==> config.mk <==
export PLATFORM = sky130hd
export DESIGN_NAME = read_port_arbiter
export DESIGN_NICKNAME = d
export VERILOG_FILES = /design/src/rtl/read_port_arbiter.sv
export SDC_FILE = /design/constraint.sdc
export NUM_CORES = 1
export LEC_CHECK = 0
export CORE_MARGIN = 2
export CORE_UTILIZATION = 22
export DETAILED_ROUTE_END_ITERATION = 10
export MAX_ROUTING_LAYER = met4
export PLACE_DENSITY = 0.86
export SLEW_MARGIN = 20
export SYNTH_ARGS = -nofsm -noshare
export SYNTH_HDL_FRONTEND = slang
export SYNTH_SLANG_ARGS = --single-unit
==> constraint.sdc <==
create_clock -name clk -period 1.6 [get_ports clk]
set_input_delay 0.24 -clock clk [delete_from_list [all_inputs] [get_ports clk]]
set_output_delay 0.24 -clock clk [all_outputs]
set_load 0.01 [all_outputs]
==> src/rtl/read_port_arbiter.sv <==
`default_nettype none
// +----------------------------------------------------------------------------+
// | Module   : read_port_arbiter                                               |
// | Brief    : Two-requester arbiter sharing one memory read port, one read in |
// |            flight at a time. Define ARB_ROUND_ROBIN_EN for round-robin     |
// |            contention handling; otherwise requester 0 has fixed priority.  |
// | Revision : 1.0                                                             |
// +----------------------------------------------------------------------------+
module read_port_arbiter #(
  parameter int ADDR_WDTH = 4,
  parameter int DATA_WDTH = 32,
  parameter int RESP_WDTH = 1
) (
  input  logic                   clk,
  input  logic                   rst,
  input  logic [1:0]             m_ar_valid,
  output logic [1:0]             m_ar_ready,
  input  logic [2*ADDR_WDTH-1:0] m_ar_address,
  output logic [1:0]             m_r_valid,
  input  logic [1:0]             m_r_ready,
  output logic [DATA_WDTH-1:0]   m_r_data,
  output logic [RESP_WDTH-1:0]   m_r_resp,
  output logic                   s_ar_valid,
  input  logic                   s_ar_ready,
  output logic [ADDR_WDTH-1:0]   s_ar_address,
  input  logic                   s_r_valid,
  output logic                   s_r_ready,
  input  logic [DATA_WDTH-1:0]   s_r_data,
  input  logic [RESP_WDTH-1:0]   s_r_resp,
  output logic [1:0]             grant
);

  localparam logic [1:0] c_idle = 2'd0;
  localparam logic [1:0] c_addr = 2'd1;
  localparam logic [1:0] c_data = 2'd2;

  logic [1:0] r_state;
  logic [1:0] w_next_state;
  logic [1:0] r_grant;
  logic [1:0] w_next_grant;
  logic       w_g;
  logic       w_pref;
  logic       w_win;
  logic       w_ar_hs;
  logic       w_r_hs;

  // Granted index; only meaningful while r_grant is one-hot.
  assign w_g     = r_grant[1];
  assign w_ar_hs = (r_state == c_addr) && m_ar_valid[w_g] && s_ar_ready;
  assign w_r_hs  = (r_state == c_data) && s_r_valid && m_r_ready[w_g];

`ifdef ARB_ROUND_ROBIN_EN
  logic r_ptr;

  // Hand preference to the other requester once a read fully completes.
  always_ff @(posedge clk or posedge rst) begin
    if (rst) begin
      r_ptr <= 1'b0;
    end else if (w_r_hs) begin
      r_ptr <= ~w_g;
    end
  end

  assign w_pref = r_ptr;
`else
  assign w_pref = 1'b0;
`endif

  assign w_win = (m_ar_valid == 2'b11) ? w_pref : m_ar_valid[1];

  // State register.
  always_ff @(posedge clk or posedge rst) begin
    if (rst) begin
      r_state <= c_idle;
      r_grant <= 2'b00;
    end else begin
      r_state <= w_next_state;
      r_grant <= w_next_grant;
    end
  end

  // Next-state logic.
  always_comb begin
    w_next_state = r_state;
    w_next_grant = r_grant;
    case (r_state)
      c_idle: begin
        if (|m_ar_valid) begin
          w_next_state = c_addr;
          w_next_grant = w_win ? 2'b10 : 2'b01;
        end
      end
      c_addr: begin
        if (w_ar_hs) begin
          w_next_state = c_data;
        end
      end
      c_data: begin
        if (w_r_hs) begin
          w_next_state = c_idle;
          w_next_grant = 2'b00;
        end
      end
      default: begin
        w_next_state = c_idle;
        w_next_grant = 2'b00;
      end
    endcase
  end

  // Output logic.
  always_comb begin
    s_ar_valid = 1'b0;
    m_ar_ready = 2'b00;
    s_r_ready  = 1'b0;
    m_r_valid  = 2'b00;
    case (r_state)
      c_addr: begin
        s_ar_valid = m_ar_valid[w_g];
        m_ar_ready = r_grant & {2{s_ar_ready}};
      end
      c_data: begin
        s_r_ready = m_r_ready[w_g];
        m_r_valid = r_grant & {2{s_r_valid}};
      end
      default: begin
      end
    endcase
  end

  assign s_ar_address = w_g ? m_ar_address[2*ADDR_WDTH-1:ADDR_WDTH]
                            : m_ar_address[ADDR_WDTH-1:0];
  assign m_r_data     = s_r_data;
  assign m_r_resp     = s_r_resp;
  assign grant        = r_grant;

endmodule
`default_nettype wire

# --- Yosys cells after proc, flatten, opt, wreduce, memory -nomap -nowiden ---
# Index checks and enable logic that the tools add are counted.
totals:
  regBits: 4
  inputBits: 49
  wordCells: 37
  out_inout_bits: 45
classes:
  order_cmp: 1
  n_eq_ne: 6
  mux: 17
  n_reduce_logical: 8
  bitwise: 3
op_table:
  columns: ["operator", "n"]
  rows:
  - ["2-bit two-way mux", 7]
  - ["2-bit one-hot mux with 3 select lines", 2]
  - ["1-bit two-way mux", 7]
  - ["2-bit != test (second input constant)", 3]
  - ["3-bit AND reduction", 2]
  - ["2-bit AND", 2]
  - ["2-bit equality test (second input constant)", 2]
  - ["1-bit logical AND", 4]
  - ["4-bit two-way mux", 1]
  - ["2-bit by 1-bit equality test with 1-bit output (second input constant)", 1]
  - ["2-bit zero test", 1]
  - ["1-bit by 2-bit less-than comparator with 1-bit output (second input constant)", 1]
  - ["2-bit OR reduction", 1]
  - ["1-bit inverter", 1]

# --- Logic depth before layout (Yosys ltp) ---
# Gate-level depths: netlist (run 1).
depth:
  word_depth: 6
  mapped_depth: 4
  depth_no_buf: 3

# --- Worst setup path after synthesis (run 1) ---
# No wires, ideal clock.
synth_timing:
  path_type: "flip-flop to output port"
  from: "register r_grant[1] (netlist: grant[1])"
  to: "output s_ar_valid"
  path_slack_ns: 0.318
  t_arrival_ns: 1.042
  path_buffers: 1
  required_ns: 1.360
  stages_incl_launch_ff: 4
  cell_sequence: "dfrtp_1 > buf_6 > mux2_4 > and2_2"
synth_via:
  elab_chain_cells: 3
synth_rtl:
  columns: ["item", "line_no", "text"]
  rows:
  - ["start, declared", "39", "logic [1:0] r_grant;"]
  - ["start signal, assigned", "78", "r_grant <= w_next_grant;"]
  - ["1-bit two-way mux (implied by the code) (2 in series)", "119", "s_ar_valid = m_ar_valid[w_g];"]
  - ["1-bit two-way mux", "117", "case (r_state)"]
  - ["end, declared", "23", "output logic s_ar_valid,"]
# No other way between the ends. The select of a mux whose other input is x is not followed.

# --- Worst setup path in the final report (run 1) ---
layout_timing:
  from: "register r_grant[1] (netlist: grant[1])"
  to: "output grant[1]"
layout_lines:
  columns: ["item", "line_no", "text"]
  rows:
  - ["end, declared", "30", "output logic [1:0] grant"]
# No word-level cell between the ends.

==> results of run 1 <==
-- what timing repair did --
| item | in CTS | in global routing |
|---|---|---|
| gates resized for setup | 30 | 10 |
| endpoints found under the hold margin | 0 | 0 |
| setup buffers | 6 | 1 |
| pin swaps | 0 | 1 |
| hold buffers | 0 | 0 |
| setup endpoints to repair | 10 | 7 |
-- per-stage QoR --
step	power [uW]	std cells	setup WS, ns
final	1030	113	0.00859
after detailed placement	772	105	-0.211
after CTS	1040	114	-0.171
after global placement	748	105	-0.202
after global routing	1120	113	-0.0391
after floorplan	545	71	0.318
-- power breakdown --
group / switching, uW / internal, uW / total [uW]
logic: 278 / 434 / 712
registers: 46.0 / 146 / 192
clock network: 39.6 / 83.8 / 123
-- logic make-up after synthesis --
group                  after synthesis  share of synthesized area, %
buffers and inverters               36                          45.0
multiplexers                         6                          11.8
flip-flops                           4                          16.9
AO/OA/AOI/OAI                        6                          7.61
AND/OR/NAND/NOR                     19                          18.6
-- how the worst min path moves through the flow --
| stage | startpoint | to | slack (ns) | depth (start not counted) |
|---|---|---|---|---|
| 2_1_floorplan | rst | grant[0] | 0.006 | 1 |
| 3_3_place_gp | rst | grant[0] | 0.45 | 2 |
| 3_5_place_dp | rst | grant[0] | 0.44 | 2 |
| 4_1_cts | rst | grant[0] | 0.20 | 2 |
| 5_1_grt | rst | grant[0] | 0.21 | 2 |
| 6_report | rst | grant[0] | 0.20 | 2 |
-- registers in the layout, summed over array words and instances, names as in the netlist --
name / cells
grant: 2
r_state: 2
-- area by class of cell --
cell class | count | area (um^2)
timing repair buffer | 43 | 367
clock buffer | 3 | 22.5
fill | 292 | 1730
tap | 30 | 37.5
inverter | 2 | 7.51
sequential | 4 | 100
multi-input combinational | 31 | 254
-- cell usage after synthesis, drive strengths merged --
cell type and instances:
nor2 2, nor3b 1, and2 1, mux2 5, nand2 2, nor2b 3
o21ai 3, dfrtp 4, a32oi 1, a311oi 1, mux2i 1, and3 4
inv 2, nand2b 3, nor3 1, nand3 2, a31oi 1, buf 34
-- routing by layer --
layer | vias up | track usage, %
li1 | 227 | -
met1 | 221 | 11.1
met2 | 59 | 19.2
met3 | 4 | 6.98
met4 | 0 | 8.84
met5 | - | -
-- worst reg2reg max path: cells and delay by family, from the launching register on --
kind                   cells  cell delay (ns)
multiplexers               1             0.29
flip-flops                 1             0.41
buffers and inverters      2             0.28
AO/OA/AOI/OAI              1             0.24
==> reports/metrics.yaml, run 1 <==
finish:
  utilization_pct: 31.3
  final_common_cell: "clkdlybuf4s50_1"
  nets: 134
  layout-drive-gt1-share_pct: 47.0
  n_antenna_cell: 0
  area_growth_pct: 33.2
  layout_common_cells: "clkdlybuf4s50_1 (17), buf_4 (14), mux2_2 (4), dfrtp_1 (4), clkbuf_2 (4)"
  stdcell_area_um2: 788
timing:
  fmax_ghz: 0.628
  fin_tns_setup_ns: 0
  final_period_minus_worst_setup_slack_ns: 1.59
  maxSlewViolCount: 0
  final.setup_skew_ns: 0.00381
  finalHoldViolCount: 0
  slew_headroom_pct: 85.7
  worst_slew_pin_slew_ns: 0.214
  fin_hold_ws_ns: 0.200
  rsz0062_at_grt: "yes"
  setup_violations: 0
  fin_crit_sh_pct: 99.5
setup_path:
  startpoint_type: "flop"
  critPathTopFamily: "buffers and inverters"
  timing.rr.start: "grant[1]"
  crit_type: "reg2out"
  endpoint: "grant[1]"
  path_max_fanout: 6
  cp_slowest_cell: "clkdlybuf4s50_1"
  r2r_end: "r_state[0]"
  required_ns: 1.36
  cp_cell_sequence: "buf_4 -> clkdlybuf4s50_1"
  crit_start: "grant[1]"
  slowest_delay_ns: 0.53
  rr_worst_depth: 4
  end_kind: "output pin"
  path_depth: 2
  crit_buf_inv: 2
  arrival_ns: 1.35
  reg2reg_slack_ns: 0.29
min_path:
  hold_class: "in2async"
drt:
  drt_first_pass_iters: 4
  dr_total_vias: 511
  met1_length_um: 527
  drt_iter0_drc: 7
  wl_met3_um: 272
  wire_per_inst_um: 15.6
  drt_wl_total_mm: 1.77
  viasPerCell: 4.52
  remaining_drc_errors: 0
  top_layer_used: "met4"
  detail-route-antenna-nets: 0
  route.met2.wl_um: 926
grt:
  grt_max_degree: 8
  grt_pass1_wl_mm: 2.77
  grt.overflow.total: 0
  grt_pass1_vias: 531
  antenna_found_initial: 0
  grt_use_total_pct: 12.3
floorplanning:
  die_area_um2: 3120
  core_um2: 2520
  die_x_um: 55.9
  initial_core_util_pct: 23.5
  die_height_um: 55.9
  rows: 18
  ioPinCount: 94
clock_tree:
  cts_buffers: 3
  clk_pin_slew_ns: 0.04
  insertion_delay_ns: 0.23
  cts_tree: "built"
  cts_buffer_depth: 2
  cts-htree-levels: 1
  clock-root-buffer: "clkbuf_4"
  cts_sinks: 4
logic_synthesis:
  synthCells: 71
  ys_seq_elements: 4
  ys_seq_area_share_pct: 16.9
  synth_area_leader_cell: "buf_4"
  synth-warning-count: 0
  synth.distinct_cells: 21
  synth_top_cell_area_share_pct: 41.9
  syn-cell-area_um2: 592
  synth_nets: 120
  synth_area_leaders: "buf_4 (42%), dfrtp_1 (17%), mux2_2 (7.6%), nand2b_1 (3.2%), nor2b_1 (3.2%)"
  syn_avg_cell_area_um2: 8.34
power:
  peakVddDrop_mv: 0.497
  leakagePower_uw: 0.000371
  p_per_area_nw_per_um2: 1300
placement:
  io_buffers: 27
  hpwl_mm: 1.53
  routabilityCongestion: 0.794
  placed_cell_area_um2: 723
flow_run:
  drv_cap: 0
run_status:
  outcome: "finished, final reports clean"
No activity file was read; power rests on OpenSTA's default activity.
==> run 2, diff against run 1 <==
--- a/config.mk
+++ b/config.mk
@@ -9,7 +9,7 @@
 export CORE_UTILIZATION = 22
 export DETAILED_ROUTE_END_ITERATION = 10
 export MAX_ROUTING_LAYER = met4
-export PLACE_DENSITY = 0.86
+export PLACE_DENSITY_LB_ADDON = 0.3
 export SLEW_MARGIN = 20
 export SYNTH_ARGS = -nofsm -noshare
 export SYNTH_HDL_FRONTEND = slang
==> reports/metrics.yaml, run 2 (synthesis gave the netlist of run 1 again) <==
drt:
  detail-route-antenna-nets: 0  # unchanged
  wire_per_inst_um: 12.5  # was 15.6 um
  drt_iter0_drc: 6  # was 7
  dr_total_vias: 504  # was 511
  drt_first_pass_iters: 2  # was 4
  drt_wl_total_mm: 1.44  # was 1.77 mm
  viasPerCell: 4.38  # was 4.52
  remaining_drc_errors: 0  # unchanged
grt:
  grt.overflow.total: 0  # unchanged
  grt_use_total_pct: 8.45  # was 12.3%
  grt_pass1_wl_mm: 2.01  # was 2.77 mm
  grt_pass1_vias: 451  # was 531
  antenna_found_initial: 0  # unchanged
  grt_max_degree: 7  # was 8
timing:
  maxSlewViolCount: 0  # unchanged
  setup_violations: 2  # was 0
  fin_tns_setup_ns: -0.0849  # was 0 ns
  final.setup_skew_ns: 0.00601  # was 0.00381 ns
  fin_crit_sh_pct: 104  # was 99.5%
  setup_slack_ns: -0.0615  # was 0.00859 ns
  worst_slew_pin_slew_ns: 0.217  # was 0.214 ns
  fmax_ghz: 0.602  # was 0.628 GHz
  slew_headroom_pct: 85.4  # was 85.7%
  rsz0062_at_grt: "yes"  # unchanged
  final_period_minus_worst_setup_slack_ns: 1.66  # was 1.59 ns
  finalHoldViolCount: 0  # unchanged
finish:
  area_growth_pct: 41.9  # was 33.2%
  fill_cells: 276  # was 292
  layout-drive-gt1-share_pct: 50.6  # was 47.0%
  stdcell_area_um2: 840  # was 788 um^2
  seqCellArea_um2: 100  # unchanged
  nets: 136  # was 134
  n_antenna_cell: 0  # unchanged
  multiInputGateArea_um2: 260  # was 254 um^2
  layout_common_cells: "clkdlybuf4s50_1 (16), buf_4 (14), buf_6 (9), dfrtp_1 (4)"  # was clkdlybuf4s50_1 (17), buf_4 (14), mux2_2 (4), dfrtp_1 (4), clkbuf_2 (4)
  final_cells: 115  # was 113
  final_common_cell: "clkdlybuf4s50_1"  # unchanged
floorplanning:
  core_um2: 2520  # unchanged
  die_x_um: 55.9  # unchanged
  ioPinCount: 94  # unchanged
  die_area_um2: 3120  # unchanged
  die_height_um: 55.9  # unchanged
  initial_core_util_pct: 23.5  # unchanged
  rows: 18  # unchanged
clock_tree:
  clock-root-buffer: "clkbuf_4"  # unchanged
  cts_tree: "built"  # unchanged
  cts_buffer_depth: 2  # unchanged
  cts_sinks: 4  # unchanged
  insertion_delay_ns: 0.24  # was 0.23 ns
  holdBufCountCts: 0  # unchanged
  cts_buffers: 3  # unchanged
  clk_pin_slew_ns: 0.04  # about the same
  cts-htree-levels: 1  # unchanged
power:
  p_per_area_nw_per_um2: 1330  # was 1300 nW/um^2
  leakagePower_uw: 0.000428  # was 0.000371 uW
  peakVddDrop_mv: 0.852  # was 0.497 mV
placement:
  io_buffers: 27  # unchanged
  dp_cells: 103  # was 105
  placed_cell_area_um2: 708  # was 723 um^2
  routabilityCongestion: 0.735  # was 0.794
  hpwl_mm: 1.09  # was 1.53 mm
setup_path:
  cp_slowest_cell: "dfrtp_1"  # was clkdlybuf4s50_1
  cpMostUsedCell: "buf_6"
  crit_buf_inv: 4  # was 2
  cp_cell_sequence: "buf_6 -> buf_6 -> buf_6 -> mux2_4 -> buf_6"  # was buf_4 -> clkdlybuf4s50_1
  end_kind: "output pin"  # unchanged
  crit_type: "reg2out"  # unchanged
  path_max_fanout: 3  # was 6
  startpoint_type: "flop"  # unchanged
  critPathTopFamily: "buffers and inverters"  # unchanged
  arrival_ns: 1.42  # was 1.35 ns
  slowest_delay_ns: 0.42  # was 0.53 ns
  required_ns: 1.36  # about the same
run_status:
  outcome: "finished with violations"  # was finished, final reports clean
  failed_checks: "negative setup slack"
min_path:
  hold_class: "in2async"  # unchanged
flow_run:
  drv_cap: 0  # unchanged
==> run 2: cell types whose count changed in the layout (fill, tap and decap cells not counted), moves of 2 or more <==
cell            delta
mux2_4             +2
dlymetal6s2s_1     +2
dlygate4sd2_1      -2
buf_6              +6
mux2_2             -2
==> run 2: where the power goes <==
group          leakage, uW  internal (uW)  total, uW  switching, uW
Clock            0.0000138           83.7        123           39.7
Sequential       0.0000494            146        197           50.6
Combinational     0.000365            513        798            285
Total             0.000428            743       1120            376
==> run 2: per-stage QoR <==
| stage | utilization, % | hold slack, ns | setup WS [ns] | power (uW) |
|---|---|---|---|---|
| final | 33.3 | 0.185 | -0.0615 | 1120 |
| after CTS | 31.0 | 0.187 | -0.175 | 1000 |
| after global placement | 28.1 | 0.434 | -0.230 | 763 |
| after detailed placement | 28.1 | 0.436 | -0.235 | 766 |
| after floorplan | - | 0.00608 | 0.318 | 545 |
| after global routing | 33.3 | 0.206 | -0.100 | 1180 |
==> run 2: final cells by class <==
cell class	count	area share, %
Timing Repair Buffer	45	49.0
Multi-Input combinational cell	31	31.0
Sequential cell	4	11.9
Tap cell	30	4.47
Clock buffer	3	2.68
Inverter	2	0.894
==> run 2: routing by layer <==
layer / wire, um / up-vias / GRT usage (%) / part of all wire [%]
met5: 0 / - / - / 0
met4: 31 / 0 / 4.42 / 2.1
met3: 196 / 8 / 5.81 / 14
met2: 700 / 41 / 13.3 / 49
met1: 515 / 223 / 7.74 / 36
li1: - / 232 / - / -
==> run 2: repair_timing <==
action	in CTS	in global routing
resized for setup	31	17
setup endpoints to repair	10	9
hold endpoints to repair	0	0
setup buffers	6	3
==> run 2: worst reg2reg max path, delay by kind of cell (launching register included) <==
kind | cells | cell delay [ns]
AOI/OAI and AO/OA | 2 | 0.29
buffers and inverters | 3 | 0.41
DFF | 1 | 0.40
and+or+nand+nor | 1 | 0.13
==> run 2: worst paths after layout <==
| path | startpoint | to | cells past startpoint | slack, ns |
|---|---|---|---|---|
| setup reg to reg | r_state[0] | grant[0] | 6 | 0.26 |
| hold reg to reg | r_state[0] | grant[0] | 3 | 0.61 |
| min in group clk | s_r_data[21] | m_r_data[21] | 0 | 0.48 |
| setup / recovery | grant[1] | s_ar_address[1] | 5 | -0.06 |
| max in group asynchronous | rst | grant[1] | 2 | 1.26 |
| hold / removal | rst | grant[0] | 2 | 0.18 |
